`src/rtl/retire_rrat.sv`:
```
// Retire stage and retirement RAT: pops the ROB head, frees superseded tags and
// replays the architectural map into the FRAT after a mispredict. Optional counters: RETIRE_STATS_EN.
module retire_rrat #(
  parameter int  NUM_ARCH     = 32,
  parameter int  NUM_PHYS     = 64,
  parameter int  RECOVER_BASE = 0,
  localparam int AW           = $clog2(NUM_ARCH),
  localparam int PW           = $clog2(NUM_PHYS)
) (
  input  logic          CLK,
  input  logic          RESET,
  input  logic          STALL,
  input  logic          rob_valid,
  input  logic          rob_done,
  input  logic          rob_wr,
  input  logic [AW-1:0] rob_arch_dst,
  input  logic [PW-1:0] rob_phys_dst,
  input  logic          rob_mispredict,
  input  logic [31:0]   rob_target,
  output logic          rob_retire,
  output logic          rrat_free,
  output logic [PW-1:0] rrat_free_reg,
  output logic          FLUSH,
  output logic          redirect_valid,
  output logic [31:0]   redirect_pc,
  output logic          frat_restore_valid,
  output logic [AW-1:0] frat_restore_arch,
  output logic [PW-1:0] frat_restore_phys,
  output logic          recovering,
  output logic [31:0]   commit_count,
  output logic [31:0]   free_count
);

  localparam logic [1:0] S_IDLE    = 2'd0;
  localparam logic [1:0] S_FLUSH   = 2'd1;
  localparam logic [1:0] S_RECOVER = 2'd2;

  logic [1:0]    state_q, state_d;
  logic [AW-1:0] idx_q, idx_d;
  logic [AW:0]   wcnt_q, wcnt_d;
  logic [PW-1:0] rrat_q [NUM_ARCH];
  logic [PW-1:0] rrat_d [NUM_ARCH];
  logic          free_q, free_d;
  logic [PW-1:0] free_reg_q, free_reg_d;
  logic          flush_q, flush_d;
  logic          redir_valid_q, redir_valid_d;
  logic [31:0]   redir_pc_q, redir_pc_d;
  logic          restore_valid_q, restore_valid_d;
  logic [AW-1:0] restore_arch_q, restore_arch_d;
  logic [PW-1:0] restore_phys_q, restore_phys_d;
  logic          recovering_q, recovering_d;

  assign rob_retire = (state_q == S_IDLE) & rob_valid & rob_done & ~STALL & ~RESET;

  always_comb begin
    // NOTE: every _d starts from its _q (strobes from 0), so no branch can infer a latch.
    state_d         = state_q;
    idx_d           = idx_q;
    wcnt_d          = wcnt_q;
    rrat_d          = rrat_q;
    free_d          = 1'b0;
    free_reg_d      = free_reg_q;
    flush_d         = 1'b0;
    redir_valid_d   = 1'b0;
    redir_pc_d      = redir_pc_q;
    restore_valid_d = 1'b0;
    restore_arch_d  = restore_arch_q;
    restore_phys_d  = restore_phys_q;
    recovering_d    = recovering_q;

    case (state_q)
      S_IDLE: begin
        if (rob_retire) begin
          if (rob_wr) begin
            free_d = 1'b1;
            // Arch 0 is never mapped, so its own tag goes straight back.
            if (rob_arch_dst != '0) begin
              free_reg_d           = rrat_q[rob_arch_dst];
              rrat_d[rob_arch_dst] = rob_phys_dst;
            end else begin
              free_reg_d = rob_phys_dst;
            end
          end
          if (rob_mispredict) begin
            flush_d       = 1'b1;
            redir_valid_d = 1'b1;
            redir_pc_d    = rob_target;
            recovering_d  = 1'b1;
            state_d       = S_FLUSH;
          end
        end
      end
      S_FLUSH: begin
        if (!STALL) begin
          idx_d   = AW'(RECOVER_BASE);
          wcnt_d  = '0;
          state_d = S_RECOVER;
        end
      end
      S_RECOVER: begin
        if (!STALL) begin
          if (wcnt_q == (AW+1)'(NUM_ARCH)) begin
            recovering_d = 1'b0;
            state_d      = S_IDLE;
          end else begin
            restore_valid_d = 1'b1;
            restore_arch_d  = idx_q;
            restore_phys_d  = rrat_q[idx_q];
            idx_d           = idx_q + 1'b1;
            wcnt_d          = wcnt_q + 1'b1;
          end
        end
      end
      default: state_d = S_IDLE;
    endcase
  end

  always_ff @(posedge CLK) begin
    // NOTE: non-blocking assignments here so every flop samples pre-edge values.
    if (RESET) begin
      state_q         <= S_IDLE;
      idx_q           <= '0;
      wcnt_q          <= '0;
      // NOTE: the RRAT must reset to the identity map, so this array is reset flop by flop.
      for (int i = 0; i < NUM_ARCH; i++) rrat_q[i] <= PW'(i);
      free_q          <= 1'b0;
      free_reg_q      <= '0;
      flush_q         <= 1'b0;
      redir_valid_q   <= 1'b0;
      redir_pc_q      <= '0;
      restore_valid_q <= 1'b0;
      restore_arch_q  <= '0;
      restore_phys_q  <= '0;
      recovering_q    <= 1'b0;
    end else begin
      state_q         <= state_d;
      idx_q           <= idx_d;
      wcnt_q          <= wcnt_d;
      rrat_q          <= rrat_d;
      free_q          <= free_d;
      free_reg_q      <= free_reg_d;
      flush_q         <= flush_d;
      redir_valid_q   <= redir_valid_d;
      redir_pc_q      <= redir_pc_d;
      restore_valid_q <= restore_valid_d;
      restore_arch_q  <= restore_arch_d;
      restore_phys_q  <= restore_phys_d;
      recovering_q    <= recovering_d;
    end
  end

  assign rrat_free          = free_q;
  assign rrat_free_reg      = free_reg_q;
  assign FLUSH              = flush_q;
  assign redirect_valid     = redir_valid_q;
  assign redirect_pc        = redir_pc_q;
  assign frat_restore_valid = restore_valid_q;
  assign frat_restore_arch  = restore_arch_q;
  assign frat_restore_phys  = restore_phys_q;
  assign recovering         = recovering_q;

`ifdef RETIRE_STATS_EN
  logic [31:0] commit_cnt_q, commit_cnt_d;
  logic [31:0] free_cnt_q, free_cnt_d;

  always_comb begin
    commit_cnt_d = commit_cnt_q + {31'd0, rob_retire};
    free_cnt_d   = free_cnt_q + {31'd0, free_d};
  end

  always_ff @(posedge CLK) begin
    if (RESET) begin
      commit_cnt_q <= '0;
      free_cnt_q   <= '0;
    end else begin
      commit_cnt_q <= commit_cnt_d;
      free_cnt_q   <= free_cnt_d;
    end
  end

  assign commit_count = commit_cnt_q;
  assign free_count   = free_cnt_q;
`else
  assign commit_count = '0;
  assign free_count   = '0;
`endif

endmodule
```
`config.mk`:
```
export PLATFORM = sky130hd
export DESIGN_NAME = retire_rrat
export DESIGN_NICKNAME = d
export VERILOG_FILES = /design/src/rtl/retire_rrat.sv
export SDC_FILE = /design/constraint.sdc
export NUM_CORES = 1
export LEC_CHECK = 0
export CAP_MARGIN = 20
export CORE_AREA = 2 2 186 188
export CTS_BUF_LIST = sky130_fd_sc_hd__clkbuf_2
export DETAILED_ROUTE_END_ITERATION = 16
export DIE_AREA = 0 0 188 190
export DONT_BUFFER_PORTS = 1
export PLACE_DENSITY = 0.6
export SLEW_MARGIN = 20
export SYNTH_ARGS = -nofsm -noshare
export SYNTH_HDL_FRONTEND = slang
export SYNTH_SLANG_ARGS = --single-unit
```
`constraint.sdc`:
```
create_clock -name CLK -period 6 [get_ports CLK]
set_input_delay 0.6 -clock CLK [delete_from_list [all_inputs] [get_ports CLK]]
set_output_delay 0.6 -clock CLK [all_outputs]
set_load 0.03 [all_outputs]
```
### Word-level counts from Yosys, hierarchy flattened

Cells that the tools add are included.

* register bits: 258
* output and inout port bits: 119
* logic and storage cells: 115

* add/subtract/negate cells: 2
* order comparisons: 3
* equal/unequal tests: 9
* muxes and demuxes: 32
* bitwise operators: 12
* reductions and logical operators: 14

Operators by type and width (count)
* $bwmux W192: 1
* $bmux W6 S5: 2
* $mux W6: 9
* $demux W6 S5: 1
* $mux W5: 3
* $ge A6 B6 Y1 const B: 2
* $ne A2 B2 Y1 const B: 6
* $not A5 Y6: 2
* $pmux W6 S2: 1
* $mux W2: 5
* $pmux W5 S2: 1
* $reduce_and A5 Y1: 2
* $reduce_and A3 Y1: 3
* $reduce_and A4 Y1: 2
* $mux W1: 7
* $add A6 B1 Y6 const B: 1
* $eq A6 B6 Y1 const B: 1
* $lt A6 B1 Y1 const B: 1
* $not A1 Y1: 6
* $pmux W2 S3: 1
* $reduce_or A3 Y1: 2
* $add A5 B1 Y5 const B: 1
* $reduce_bool A5 Y1: 1
* $and A1 B1 Y1: 4
* 6 further kinds: 7

### Depth between registers and ports, before layout

* word-level depth: 7
* depth in mapped cells: 11
* mapped depth without buffers: 8

### Worst setup path before layout

OpenSTA, ideal clock, no wires.

* path kind: input -> register
* from: in rob_done
* to: reg rrat_q[45] in the netlist's numbering
* library setup time: 0.129 ns
* arrival time: 2.178 ns
* required time: 5.871 ns
* slack: 3.692 ns
* stages: 9
* buffers on the path: 1
* cell sequence: nor4bb_1 and2_2 nand2_4 clkinv_2 buf_6 nand3_4 nor2_8 mux2i_1 nand2_1

* longest elaborated chain between the ends: 4

RTL lines
* start, declared: RTL line 14 `input logic rob_done,`
* $and A1 B1 Y1 (3 in series): RTL line 53 `assign rob_retire = (state_q == S_IDLE) & rob_valid & rob_done & ~STALL & ~RESET;`
* via rob_retire: RTL line 20 `output logic rob_retire,`
* $reduce_and A4 Y1 (no source line)
* end signal, assigned: RTL line 139 `rrat_q <= rrat_d;`
* end, declared: RTL line 41 `logic [PW-1:0] rrat_q [NUM_ARCH];`

The timed path passes the listed nets, and every way through them passes these cells.
A chain may end at the register's enable or synchronous reset.

### Worst setup path after layout

* from: reg state_q[0]
* to: reg rrat_q[121] in the netlist's numbering

* longest elaborated chain between the ends: 6

RTL lines
* start, declared: RTL line 38 `logic [1:0] state_q, state_d;`
* start signal, assigned: RTL line 136 `state_q <= state_d;`
* $logic_not A2 Y1: RTL line 53
* $and A1 B1 Y1 (4 in series): RTL line 53
* via rob_retire: RTL line 20
* $reduce_and A4 Y1 (no source line)

The timed path passes the listed nets, and every way through them passes these cells.

==> results.toml <==
[route]
wire_per_inst_um = 20.89
remaining_drc_errors = 0
viasPerCell = 5.580
drtAntennaViolNets = 0
drtPass1Iterations = 5
drtIter0Drc = 1072
vias = 10660
wirelength_um = 39900

[run_status]
status = "completed"

[floorplanning]
initial_core_util_pct = 39.25
coreArea_sq_um = 33950
die_y_um = 190
die_area_sq_um = 35720
pin_count = 169
die_x_um = 188
std_cell_rows = 68

[clocking]
cts.clk_slew.worst_paths_ns = 0.09
cts_hold_buf = 43
clockBufferDepth = 3
post-cts-setup-buffers = 0
cts_resized = 0
htreeDepth = 3
numCtsBuffers = 69
clock_latency_ns = 0.86
cts.sinks = 258
cts_root_buf = "clkbuf_2"
cts_tree = "yes"

[timing]
finalSetupViolCount = 0
final_max_slew_viol_count = 0
min_period_over_period_pct = 51.14
whs_ns = 0.06138
tightest_slew_ns = 0.9912
max_freq_mhz = 325.9
fin_worst_skew_ns = 0.05127
grt_setup_unrepaired = "false"
finalHoldViolations = 0
timing.slew.headroom_pct = 33.85
tns_ns = 0
period_minus_slack_ns = 3.069

[synth]
ys_async_sr_fraction_pct = 0
synth_area_leaders = "dfxtp_1 39%, mux2i_1 13%, mux4_2 12%"
syn_area_per_cell_sq_um = 9.537
synth_cells = 1397
ys.flop_type = "dfxtp_1"
synth-seq-area-share_pct = 38.77
synth_cell_types = 60
synth_area_sq_um = 13320
synth-seq-cells = 258
yosysTopAreaCellShare_pct = 38.77
yosys.area.top_type = "dfxtp_1"
synth-edff-count = 0
synth_warnings = 0

[final_layout]
largest_reg_flops = 192
area_delta_synth_final_pct = 7.523
layout-drive-gt1-share_pct = 16.30
final_cell_area_sq_um = 14330
finalNetCount = 1460
fin_util_pct = 42.20

[critical_path]
worst-setup-path-type = "flop to flop"
critPathArrivalTime_ns = 3.78
crit_family = "simple AND/OR/NAND/NOR gates"
r2r-end = "rrat_q[121]"
path_cells = "nor4bb_1 > and2_2 > nand2_4 > clkinv_2 > nand3_2 > nor2_2 > mux2i_1 > nand2_1"
startpoint_type = "flop"
end_kind = "flop"
rrSetupSlack_ns = 2.93
crit_buf_inv = 1
cpPeakStageDelay_ns = 0.70
ff2ff_path_depth = 8
cp_max_fo = 22
timing.rr.start = "state_q[0]"
critPathRequiredTime_ns = 6.71
slowest_stage = "nand3_2"

[global_route]
grt_usage_pct = 22.05
grt_pass1_vias = 10010
antenna_found_initial = 1
grt_overflow = 0
grt_pass1_wl_um = 60960
grt_max_degree = 161

[placed_design]
finalWeightedCongestion = 0.8464
port_buffers = 0
place_area_sq_um = 13210
place_hpwl_um = 24530

[power]
pwr-share-seq_pct = 54.2
p_int_w = 0.002269
cellPowerDensity_nw_per_um2 = 222.6
switching_share_pct = 28.84
peakVddDrop_uv = 118.2
power.leakage_nw = 5.238
switchingPower_w = 0.0009198
power.share.clock_pct = 38.5
p_total_w = 0.003189
combPwrFrac_pct = 7.3

[min_path]
worstHoldStart = "rob_phys_dst[2]"
whs_endpoint = "rrat_free_reg[2]"
hold_depth = 2
min-delay-path-class = "input pin to flop"

[run]
max_cap_violations = 0
-- placed cells by master, fill, tap and decap left out, types with 4 or more instances in the layout --
cell type	synthesis	routed
a22oi_1	22	22
mux2_2	4	4
nor2_8	17	17
dlygate4sd3_1	0	37
inv_1	5	5
a21oi_1	88	88
nor3_1	21	21
nand3_1	38	37
nand2_1	193	193
nand4_1	9	9
buf_12	0	6
nor2b_1	19	19
inv_2	1	4
mux2i_1	177	177
clkinv_2	1	4
o211ai_1	5	5
o21ai_0	78	78
o22ai_1	7	7
clkinv_1	1	11
nand3b_1	5	5
and3_1	4	4
nand2b_1	6	6
xor2_1	4	4
mux4_2	72	72
buf_4	71	10
dfxtp_1	258	255
conb_1	1	64
nor2_1	134	133
clkbuf_2	0	101
-- routing by layer --
layer	share of wire, %	wire length (um)	GRT usage, %
met1	43	17240	29.75
met2	46	18510	34.67
met3	7.7	3074	4.962
met4	2.7	1071	7.965
met5	0	0	0
-- power by group through the flow --
stage	clock network (W)	registers (W)	logic (W)
floorplan	0	0.00177	0.000212
global placement	0	0.00177	0.000152
detailed placement	0	0.00177	0.000153
CTS	0.00127	0.00173	0.000228
global route	0.00137	0.00173	0.000243
finish	0.00123	0.00173	0.000233
-- worst max-delay path by stage --
| stage | endpoint | slack [ns] | cells after the start | from |
|---|---|---|---|---|
| after floorplan | rrat_q[45] | 3.69 | 9 | rob_done |
| after global placement | rrat_q[123] | 2.85 | 8 | rob_done |
| after detailed placement | rrat_q[121] | 2.78 | 8 | rob_done |
| after CTS | rrat_q[121] | 2.99 | 8 | state_q[0] |
| after global routing | rrat_q[101] | 2.74 | 8 | state_q[0] |
| final | rrat_q[121] | 2.93 | 8 | state_q[0] |
-- area by class of cell --
type	instances	area, sq um
clock buffers	101	505.5
inverters	8	31.28
clock inverters	17	93.84
flip-flops and latches	258	5169
diodes	1	2.502
repair buffers	54	593.1
well taps	455	569.3
fillers	3357	19620
multi-input cells	1016	7361
-- through the flow --
stage	setup WS (ns)	std cells
finish	2.931	1910
detailed placement	2.780	1747
floorplan	3.692	1460
global placement	2.846	1747
CTS	2.990	1908
global route	2.736	1910
-- synth_stat cells (4+ instances only) --
master / count
a22oi_1: 22
o211ai_1: 5
mux2_2: 4
nor2b_1: 19
mux2i_1: 177
buf_2: 36
a21oi_1: 88
buf_1: 9
nor2_1: 134
dfxtp_1: 258
nand2b_1: 6
clkbuf_1: 58
buf_4: 71
nor3_1: 21
nand3b_1: 5
mux4_2: 72
nand3_1: 38
nand2_1: 193
buf_6: 4
o21ai_0: 78
and3_1: 4
nor2_8: 17
nand4_1: 9
o22ai_1: 7
xor2_1: 4
inv_1: 5
-- cell families after synthesis --
kind of cell               share of synthesized area, %
and+or+nand+nor                                   17.45
DFF                                               38.77
muxes                                             25.81
AOI/OAI and AO/OA                                 9.392
buffers and inverters                             7.814
xor gates and xnor gates                         0.4602
adders and majority gates                        0.2818
other                                           0.02815
(Power assumes the default switching activity.)
